==> src/rtl/rev_mac_pkg.sv <==
// Shared types, default widths and helpers for the MAC accumulator slice.
package rev_mac_pkg;

    localparam int unsigned PROD_W_DEF    = 8;
    localparam int unsigned GARB_W_DEF    = 6;
    localparam int unsigned NUM_TERMS_DEF = 4;
    localparam int unsigned ACC_W_DEF     = 10;

    typedef enum logic [1:0] {
        ST_IDLE  = 2'd0,
        ST_ACCUM = 2'd1,
        ST_DONE  = 2'd2
    } state_t;

    // Bits needed to hold a term count from 0 up to n inclusive.
    function automatic int unsigned count_w(input int unsigned n);
        return $clog2(n + 1);
    endfunction

endpackage

==> src/rtl/rev_acc_adder.sv <==
// ACC_W-bit ripple-carry adder made of reversible full-adder cells.
module rev_acc_adder
    import rev_mac_pkg::*;
#(
    parameter int unsigned ACC_W = ACC_W_DEF
) (
    input  logic [ACC_W-1:0] a,
    input  logic [ACC_W-1:0] b,
    output logic [ACC_W-1:0] sum,
    output logic             cout
);

    logic [ACC_W:0] carry;

    assign carry[0] = 1'b0;
    assign cout     = carry[ACC_W];

    // One cell per bit, carry rippling from LSB to MSB.
    for (genvar i = 0; i < int'(ACC_W); i++) begin : g_bit
        reversible_full_adder u_fa (
            .a    (a[i]),
            .b    (b[i]),
            .cin  (carry[i]),
            .s    (sum[i]),
            .cout (carry[i+1])
        );
    end

endmodule

==> src/rtl/reversible_full_adder.sv <==
// Full adder built from two cascaded Peres gates; the gate pass-through
// outputs are garbage and are not brought out of this cell.
module reversible_full_adder (
    input  logic a,
    input  logic b,
    input  logic cin,
    output logic s,
    output logic cout
);

    logic q1;
    logic r1;

    // First Peres gate with target tied to 0: q1 = a^b, r1 = a&b.
    assign q1 = a ^ b;
    assign r1 = a & b;

    // Second Peres gate on (q1, cin, r1) yields sum and carry.
    assign s    = q1 ^ cin;
    assign cout = (q1 & cin) ^ r1;

endmodule

==> src/rtl/rev_mac_accumulator.sv <==
// Groups up to NUM_TERMS multiplier products into one sum, with a term
// count, an XOR-folded garbage signature and a sticky overflow flag.
module rev_mac_accumulator
    import rev_mac_pkg::*;
#(
    parameter int unsigned PROD_W    = PROD_W_DEF,
    parameter int unsigned GARB_W    = GARB_W_DEF,
    parameter int unsigned NUM_TERMS = NUM_TERMS_DEF,
    parameter int unsigned ACC_W     = ACC_W_DEF
) (
    input  logic                              clk,
    input  logic                              rst_n,
    input  logic                              in_valid,
    output logic                              in_ready,
    input  logic [PROD_W-1:0]                 in_p,
    input  logic [GARB_W-1:0]                 in_g,
    input  logic                              in_last,
    output logic                              out_valid,
    input  logic                              out_ready,
    output logic [ACC_W-1:0]                  out_acc,
    output logic [count_w(NUM_TERMS)-1:0]     out_count,
    output logic [GARB_W-1:0]                 out_gsig,
    output logic                              out_ovf
);

    localparam int unsigned CNT_W = count_w(NUM_TERMS);

    state_t             state;
    state_t             state_nxt;
    logic [ACC_W-1:0]   acc;
    logic [ACC_W-1:0]   sum;
    logic               carry;
    logic [CNT_W-1:0]   count;
    logic [CNT_W-1:0]   count_inc;
    logic [GARB_W-1:0]  gsig;
    logic               ovf;
    logic               accept;
    logic               close;

    // Handshake and group-close decode.
    assign in_ready  = rst_n && (state != ST_DONE);
    assign accept    = in_valid && in_ready;
    assign count_inc = (state == ST_IDLE) ? CNT_W'(1) : count + CNT_W'(1);
    assign close     = accept && (in_last || (count_inc == CNT_W'(NUM_TERMS)));

    rev_acc_adder #(
        .ACC_W (ACC_W)
    ) u_adder (
        .a    (acc),
        .b    (ACC_W'(in_p)),
        .sum  (sum),
        .cout (carry)
    );

    // State register.
    always_ff @(posedge clk) begin
        if (!rst_n) begin
            state <= ST_IDLE;
        end else begin
            state <= state_nxt;
        end
    end

    // Next-state logic.
    always_comb begin
        state_nxt = state;
        case (state)
            ST_IDLE: begin
                if (close) begin
                    state_nxt = ST_DONE;
                end else if (accept) begin
                    state_nxt = ST_ACCUM;
                end
            end
            ST_ACCUM: begin
                if (close) begin
                    state_nxt = ST_DONE;
                end
            end
            ST_DONE: begin
                if (out_ready) begin
                    state_nxt = ST_IDLE;
                end
            end
            default: state_nxt = ST_IDLE;
        endcase
    end

    // Accumulator, count, signature and overflow registers; first beat
    // of a group loads rather than adds.
    always_ff @(posedge clk) begin
        if (!rst_n) begin
            acc       <= '0;
            count     <= '0;
            gsig      <= '0;
            ovf       <= 1'b0;
            out_valid <= 1'b0;
        end else begin
            out_valid <= (state_nxt == ST_DONE);
            if (accept) begin
                count <= count_inc;
                if (state == ST_IDLE) begin
                    acc  <= ACC_W'(in_p);
                    gsig <= in_g;
                    ovf  <= 1'b0;
                end else begin
                    acc  <= sum;
                    gsig <= gsig ^ in_g;
                    ovf  <= ovf | carry;
                end
            end
        end
    end

    assign out_acc   = acc;
    assign out_count = count;
    assign out_gsig  = gsig;
    assign out_ovf   = ovf;

endmodule

==> config.mk <==
export PLATFORM = sky130hd
export DESIGN_NAME = rev_mac_accumulator
export DESIGN_NICKNAME = d
export VERILOG_FILES = /design/src/rtl/rev_mac_pkg.sv /design/src/rtl/rev_acc_adder.sv /design/src/rtl/reversible_full_adder.sv /design/src/rtl/rev_mac_accumulator.sv
export SDC_FILE = /design/constraint.sdc
export NUM_CORES = 1
export LEC_CHECK = 0
export ABC_AREA = 1
export CAP_MARGIN = 20
export CORE_MARGIN = 4
export CORE_UTILIZATION = 51
export DETAILED_ROUTE_END_ITERATION = 10
export PLACE_DENSITY_LB_ADDON = 0.1
export RECOVER_POWER = 100
export SYNTH_ARGS = -nofsm -noshare
export SYNTH_HDL_FRONTEND = slang
export SYNTH_SLANG_ARGS = --single-unit
==> constraint.sdc <==
create_clock -name clk -period 10.2 [get_ports clk]
set_input_delay 1.53 -clock clk [delete_from_list [all_inputs] [get_ports clk]]
set_output_delay 1.53 -clock clk [all_outputs]
set_load 0.01 [all_outputs]
* Word-level counts from Yosys, hierarchy flattened
Index checks and enable logic that the tools add are counted.
** Operators by class
- $add $sub $neg :: 1
- Eq/ne operators :: 5
- Multiplexer cells :: 9
- Bitwise gates (word level) :: 43
- Reduce and logical (&&, ||, !) cells :: 5
** Operator list (number)
- $xor A1 B1 Y1 :: 24
- $and A1 B1 Y1 :: 17
- $mux W10 :: 1
- $mux W2 :: 4
- $mux W6 :: 1
- $pmux W2 S3 :: 1
- $xor A6 B6 Y6 :: 1
- $eq A2 B2 Y1 const B :: 2
- $add A3 B1 Y3 const B :: 1
- $eq A3 B3 Y1 const B :: 1
- $logic_and A1 B1 Y1 :: 3
- $mux W3 :: 1
- $eq A2 B1 Y1 const B :: 1
- $logic_not A2 Y1 :: 1
- $ne A2 B2 Y1 const B :: 1
- $logic_or A1 B1 Y1 :: 1
- $mux W1 :: 1
- $or A1 B1 Y1 :: 1
** Word-level totals
- Register bits after elaboration :: 23
- Output and inout bits :: 22
- Logic and storage cells :: 69

* Logic depth before layout (Yosys ltp)
Gate-level depths: netlist of run 1.
- Word-level depth :: 19
- Gate-level depth with buffers :: 12
- Depth with buffers taken out :: 12

* Cells and area by module
A second synthesis of run 1 with hierarchy kept.
** Second synthesis, totals
- Cell total of the unflattened synthesis :: 165
- Area total of the unflattened synthesis :: 1402.6 µm²
** By module, submodules not included
- rev_mac_accumulator :: times used 1, cells each 154, area an instance 1198.6 µm², sequential area each 460.4 µm²
- reversible_full_adder :: times used 10, cells each 1, area an instance 20.0 µm², sequential area each 0.0 µm²
- rev_acc_adder :: times used 1, cells each 1, area an instance 3.8 µm², sequential area each 0.0 µm²

* Worst setup path before layout of run 1
OpenSTA, ideal clock, no wires.
- Path type :: input to register
- Start :: input port in_p[0]
- End :: register acc[9], in the netlist out_acc[9]
- Library setup time :: 0.066 ns
- Arrival time :: 4.971 ns
- Setup slack :: 5.163 ns
- Stages :: 12
- Buffers on the path :: 0
- Path through :: ha_1 > fa_1 > fa_1 > fa_1 > fa_1 > fa_1 > fa_1 > fa_1 > ha_1 > ha_1 > nand3_2 > a21oi_2
** Between the ends
- Longest elaborated chain between the ends :: 18
** RTL lines
- start, declared :: line rev_mac_accumulator.sv:15 : input logic [PROD_W-1:0] in_p,
- $and A1 B1 Y1 :: line reversible_full_adder.sv:16 : assign r1 = a & b;
- $and A1 B1 Y1 :: line reversible_full_adder.sv:20 : assign cout = (q1 & cin) ^ r1;
- $xor A1 B1 Y1 :: line reversible_full_adder.sv:20
- $and A1 B1 Y1 :: line reversible_full_adder.sv:20
- $xor A1 B1 Y1 :: line reversible_full_adder.sv:20
- $and A1 B1 Y1 :: line reversible_full_adder.sv:20
- $xor A1 B1 Y1 :: line reversible_full_adder.sv:20
- $and A1 B1 Y1 :: line reversible_full_adder.sv:20
- [2 not listed]
- $xor A1 B1 Y1 :: line reversible_full_adder.sv:20
- $and A1 B1 Y1 :: line reversible_full_adder.sv:20
- $xor A1 B1 Y1 :: line reversible_full_adder.sv:20
- $and A1 B1 Y1 :: line reversible_full_adder.sv:20
- $xor A1 B1 Y1 :: line reversible_full_adder.sv:20
- $and A1 B1 Y1 :: line reversible_full_adder.sv:20
- $xor A1 B1 Y1 :: line reversible_full_adder.sv:19 : assign s = q1 ^ cin;
- $mux W10 :: line rev_mac_accumulator.sv:102 : if (state == ST_IDLE) begin
- end signal, assigned :: line rev_mac_accumulator.sv:103 : acc <= ACC_W'(in_p);
- end signal, assigned :: line rev_mac_accumulator.sv:107 : acc <= sum;
- end, declared :: line rev_mac_accumulator.sv:30 : logic [ACC_W-1:0] acc;
Every way passes these cells.
A chain may end at the register's enable or synchronous reset.

* Worst setup path after layout of run 1
Ends and elaborated chain as after synthesis.

==> impl_results.md, run 1 <==
- Status: completed
- WS Path Type: input pin to flop
- Largest net degree at the start of global routing: 26
- Reg-to-reg startpoint: out_acc[0]$_SDFFE_PN0P_
- Root buffer cell: clkbuf_4
- H-Tree Level Count: 1
- Commonest cells post-synth: nand2_1, dfxtp_1, inv_1, nor2_1, buf_4
- Fin crit period: 5.45 ns
- Tot GR Track Use: 16.3%
- Initial antenna violation count: 0
- Worst R2R End: out_acc[9]$_SDFFE_PN0P_
- Die W: 62.2 um
- Post-CTS Setup Inserts: 0
- Area contributors post-synth: dfxtp_1, fa_1, nand2_1
- Post_cts resized: 0
- Setup violators final: 0
- Synth Area per Inst: 8.75 um2
- Setup_tns: 0 ns
- Nets: 229
- Clk_lat worst skew: 0.31 ns
- Dpl cells: 225
- Rel. slew slack: 37.6%
- Final Hold Viols: 0
- First-pass GRT wire length: 5370 um
- Path depth of the worst reg2reg path: 12
- Crit. End Element: flop
- Non-filler cells, final: 229
- Setup WS pre-CTS: 4.56 ns
- Via count: 1169
- Sequential area share after synthesis: 30.8%
- Yosys top cell by area: dfxtp_1
- MaxCap Viol Count: 0
- Post-synth EDFFs: 0
- IO Count: 41
- Peak supply drop: 0.114 mV
- CP Launch Type: input pin
- Leakage: 0.842 nW
- Critical path required time: 10.45 ns
- Final Instance Area: 0.00177 mm2
- Dpl cell area: 0.00180 mm2
- Post-Route WL: 2930 um
- Unique masters post-synth: 30
- Wirelength per Cell: 12.8 um
- Period utilization: 53.4%
- Vias in the first global route: 1183
- FF+latch count, synth: 23
- DR vias/cell: 5.10
- DR DRC count: 0
- Gp weighted congestion: 0.750
- Max frequency: 184 MHz
- Hold Crit Depth: 2
- Initial Util: 53.8%
- CTS Hold Bufs: 0
- Clock sink total: 23
- Drt pass-1 iters: 4
- Hold Crit Endpoint: out_ovf$_SDFFE_PN0P_
- Post-synth top area share: 30.8%
- HP Class: flop to flop
- Cell count after synthesis: 171
- Worst EP arrival: 5.69 ns
- CORE AREA: 0.00278 mm2
- Ant diodes: 0
- Layout cell share with drive strength beyond 1: 13.6%
- CTS tree: done
- Die ar.: 0.00387 mm2
- Drt first-iter violations: 38
- PortBufs: 40
- Power density over the cells: 109 mW/mm2
- Total CTS buffers: 3
- Mapped Area: 0.00150 mm2
- Critical path peak fanout: 2
- Synth-to-layout area growth: 18.3%
- R2R Setup Slk: 6.21 ns
- Die height: 62.2 um
- Synthesized Nets: 201
- Worst Min Path Start: out_ovf$_SDFFE_PN0P_
- DP HPWL: 2170 um
- Worst slew pin tran: 0.930 ns
- Clock tree buffer depth: 2
- Final Util: 63.7%
- YS warnings: 0
- Max Clock Skew: 0.00439 ns
- Grt ovf: 0
- Count leader, synth: nand2_1
- Worst-path clk slew: 0.13 ns
- Ys flop type: dfxtp_1
- Post-synth ARST share: 0%
- Routed Antenna Nets: 0
- Setup ws final: 4.75 ns
- Max Slew Vio Count: 0
- RSZ-0062 raised after global routing: false
- Core Rows: 19
state kept, by name, indices dropped and copies added, names as in the netlist:
name	count
out_valid	1
out_acc	10
out_ovf	1
state	2
out_gsig	6
out_count	3
metal layers:
layer  global-route usage (%)  wire, um
met1                     20.9      1320
met2                     27.2      1480
met3                     3.60       117
met4                     4.88        18
met5                        0         0
layout by cell type (no fill, tap or decap), types with 4 or more instances in the layout:
cell / netlist / layout
dlygate4sd3_1: 0 / 24
o22ai_1: 6 / 6
nor4_2: 6 / 6
ha_1: 4 / 4
o211a_1: 8 / 8
nor2_1: 15 / 16
dfxtp_1: 23 / 23
nand2_1: 34 / 35
a21oi_1: 2 / 4
clkdlybuf4s50_1: 0 / 16
inv_1: 19 / 19
nand3_2: 9 / 9
fa_1: 7 / 7
final cells by class:
| class | instances | area, um2 |
|---|---|---|
| timing repair buffer | 40 | 400 |
| fill | 257 | 1010 |
| tap | 31 | 38.8 |
| multi-input combinational | 106 | 747 |
| sequential | 23 | 460 |
| clock inverter | 1 | 5.00 |
| clock buffer | 3 | 22.5 |
| inverter | 25 | 96.3 |
where the power goes:
part | internal [mW] | total (mW) | switching [mW]
sequential | 0.0951 | 0.0994 | 0.00424
combinational | 0.0236 | 0.0512 | 0.0276
clock | 0.0147 | 0.0429 | 0.0282
total | 0.133 | 0.193 | 0.0600
critical path: stages:
cell and delay [ns]:
dlygate4sd3_1 0.56, ha_1 0.22, fa_1 0.38, fa_1 0.38
fa_1 0.38, fa_1 0.38, fa_1 0.38, fa_1 0.38
fa_1 0.38, ha_1 0.19, ha_1 0.28, nand3_2 0.07
a21oi_1 0.16
cell families after synthesis:
| logic type | synth area share [%] |
|---|---|
| AO/OA/AOI/OAI | 11.2 |
| adder cells (fa/ha/maj) | 12.7 |
| buffers and inverters | 16.6 |
| flip-flops | 30.8 |
| AND/OR/NAND/NOR | 28.7 |
metrics by stage:
stage | total power, mW | hold slack, ns
after floorplan | 0.140 | 0.472
after global placement | 0.157 | 0.454
after detailed placement | 0.158 | 0.458
after CTS | 0.201 | 0.484
after global routing | 0.208 | 0.518
final | 0.193 | 0.478
worst max path at each step:
stage,cells past startpoint,end,from,slack [ns]
after floorplan,12,out_acc[9]$_SDFFE_PN0P_,in_p[0],5.16
after global placement,13,out_acc[9]$_SDFFE_PN0P_,in_p[0],4.64
after detailed placement,13,out_acc[9]$_SDFFE_PN0P_,in_p[0],4.56
after CTS,13,out_acc[9]$_SDFFE_PN0P_,in_p[0],4.90
after global routing,4,in_ready,rst_n,4.58
final,13,out_acc[9]$_SDFFE_PN0P_,in_p[0],4.75
Note: power is estimated with default switching activity, not from simulation.
==> run 2, diff against run 1 <==
--- a/config.mk
+++ b/config.mk
@@ -8,7 +8,7 @@
 export ABC_AREA = 1
 export CAP_MARGIN = 20
 export CORE_MARGIN = 4
-export CORE_UTILIZATION = 51
+export CORE_UTILIZATION = 43
 export DETAILED_ROUTE_END_ITERATION = 10
 export PLACE_DENSITY_LB_ADDON = 0.1
 export RECOVER_POWER = 100
==> constraint.sdc (replaced) <==
create_clock -name clk -period 4.9 [get_ports clk]
set_input_delay 0.735 -clock clk [delete_from_list [all_inputs] [get_ports clk]]
set_output_delay 0.735 -clock clk [all_outputs]
set_load 0.01 [all_outputs]
==> run 2 against run 1 <==
Largest power group unchanged. Power up 110%. Critical path type unchanged. Utilization is 10 points lower. Clock skew is essentially flat. Largest cell class unchanged. Routed wire length rose by 4.5%. First-iteration DRC count is 89% higher. Non-clock buffer count did not move. Worst hold slack better by 0.0065 ns. Flip-flop and latch count unchanged.
==> impl_results.md, run 2 (synthesized netlist as in run 1, its figures left out) <==
- Status: completed
- Initial antenna violation count: 0
- Worst-path clk slew: 0.13 ns
- RSZ-0062 raised after global routing: false
- Max Slew Vio Count: 0
- Nets: 229
- WS Path Type: input pin to flop
- Core Rows: 21
- Critical path peak fanout: 2
- Worst slew pin tran: 0.970 ns
- Total CTS buffers: 3
- Max frequency: 217 MHz
- Clock sink total: 23
- Post_cts resized: 0
- Post-CTS Setup Inserts: 0
- Routed Antenna Nets: 0
- Fin crit period: 4.61 ns
- Crit. End Element: flop
- IO Count: 41
- Wirelength per Cell: 12.5 um
- Layout cell share with drive strength beyond 1: 13.1%
- Hold_ws: 0.485 ns
- Grt ovf: 0
- Clock tree buffer depth: 2
- PortBufs: 40
- Critical path required time: 5.14 ns
- Setup WS pre-CTS: -0.0311 ns
- Largest net degree at the start of global routing: 26
- Die ar.: 0.00449 mm2
- CORE AREA: 0.00334 mm2
- CTS Hold Bufs: 0
- Max reg flops: 10
- Most frequent cells in the layout: nand2_1, dlygate4sd3_1, dfxtp_1
- Via count: 1167
- Die W: 67.0 um
- Root buffer cell: clkbuf_4
- Initial Util: 44.8%
- Peak supply drop: 0.0973 mV
- Non-filler cells, final: 244
- CTS tree: done
- Synth-to-layout area growth: 19.5%
- DP HPWL: 2290 um
- Final Hold Viols: 0
- Final Instance Area: 0.00179 mm2
- Tot GR Track Use: 15.5%
- Dpl cells: 240
- CP Launch Type: input pin
- Setup_tns: 0 ns
- Power density over the cells: 227 mW/mm2
- First-pass GRT wire length: 5420 um
- Worst EP arrival: 4.85 ns
- Clk_lat worst skew: 0.31 ns
- Period utilization: 94.0%
- MaxCap Viol Count: 0
- DR DRC count: 0
- H-Tree Level Count: 1
- Setup ws final: 0.295 ns
- DR vias/cell: 4.78
- Post-Route WL: 3060 um
- Gp weighted congestion: 0.821
- Die height: 67.0 um
- HP Class: flop to flop
- Leakage: 0.839 nW
- Rel. slew slack: 34.9%
- Commonest non-fill, non-tap cell in the layout: nand2_1
- Ant diodes: 0
- Max Clock Skew: 0.00438 ns
- Dpl cell area: 0.00181 mm2
- Final Util: 53.6%
- Drt pass-1 iters: 4
- Drt first-iter violations: 72
- Vias in the first global route: 1256
- Power Total: 0.406 mW
- Setup violators final: 0
[run 2: cell types whose count changed in the layout (fill, tap and decap cells not counted), sizes merged]
cell / before / now
clkbuf: 3 / 4
clkinv: 2 / 1
clkdlybuf4s50: 16 / 17
dlygate4sd3: 24 / 23
[run 2: cell type report]
type,instances,area [um2]
clock buffer,4,26.3
sequential,23,460
inverter,25,96.3
timing repair buffer,40,400
multi-input combinational,106,747
tap,46,57.6
fill,337,1550
[run 2: path summary, 6_finish.rpt]
check                            endpoint  slack [ns]                     from  depth (start not counted)
setup / recovery  out_acc[9]$_SDFFE_PN0P_        0.29                  in_p[0]                         13
setup reg to reg  out_acc[9]$_SDFFE_PN0P_        0.83  out_acc[0]$_SDFFE_PN0P_                         12
hold reg to reg      out_ovf$_SDFFE_PN0P_        0.48     out_ovf$_SDFFE_PN0P_                          2
hold / removal       out_ovf$_SDFFE_PN0P_        0.48     out_ovf$_SDFFE_PN0P_                          2
[run 2: worst max-delay path, cell delays in order]
cell and delay (ns):
clkdlybuf4s50_1 0.43, ha_1 0.22, fa_1 0.38, fa_1 0.38, fa_1 0.39, fa_1 0.40, fa_1 0.39, fa_1 0.40
fa_1 0.39, ha_1 0.20, ha_1 0.28, nand3_2 0.07, a21oi_1 0.18
[run 2: metal layers]
layer	vias to the layer above	global-route usage (%)	wire length (um)
met4	0	4.56	25
li1	598	-	-
met2	24	28.3	1540
met3	4	3.04	122
met5	-	0	0
met1	541	18.0	1380
[run 2: power by group]
| part | switching [mW] | total (mW) | internal [mW] |
|---|---|---|---|
| Clock | 0.0587 | 0.0905 | 0.0318 |
| Sequential | 0.00904 | 0.207 | 0.198 |
| Combinational | 0.0581 | 0.108 | 0.0498 |
==> run 3, diff against run 2 <==
--- a/config.mk
+++ b/config.mk
@@ -9,6 +9,8 @@
 export CAP_MARGIN = 20
 export CORE_MARGIN = 4
 export CORE_UTILIZATION = 43
+export CTS_CLUSTER_DIAMETER = 200
+export CTS_CLUSTER_SIZE = 16
 export DETAILED_ROUTE_END_ITERATION = 10
 export PLACE_DENSITY_LB_ADDON = 0.1
 export RECOVER_POWER = 100
==> results of run 3 <==
Final layout, timing and power as in run 2 (identical DEF).
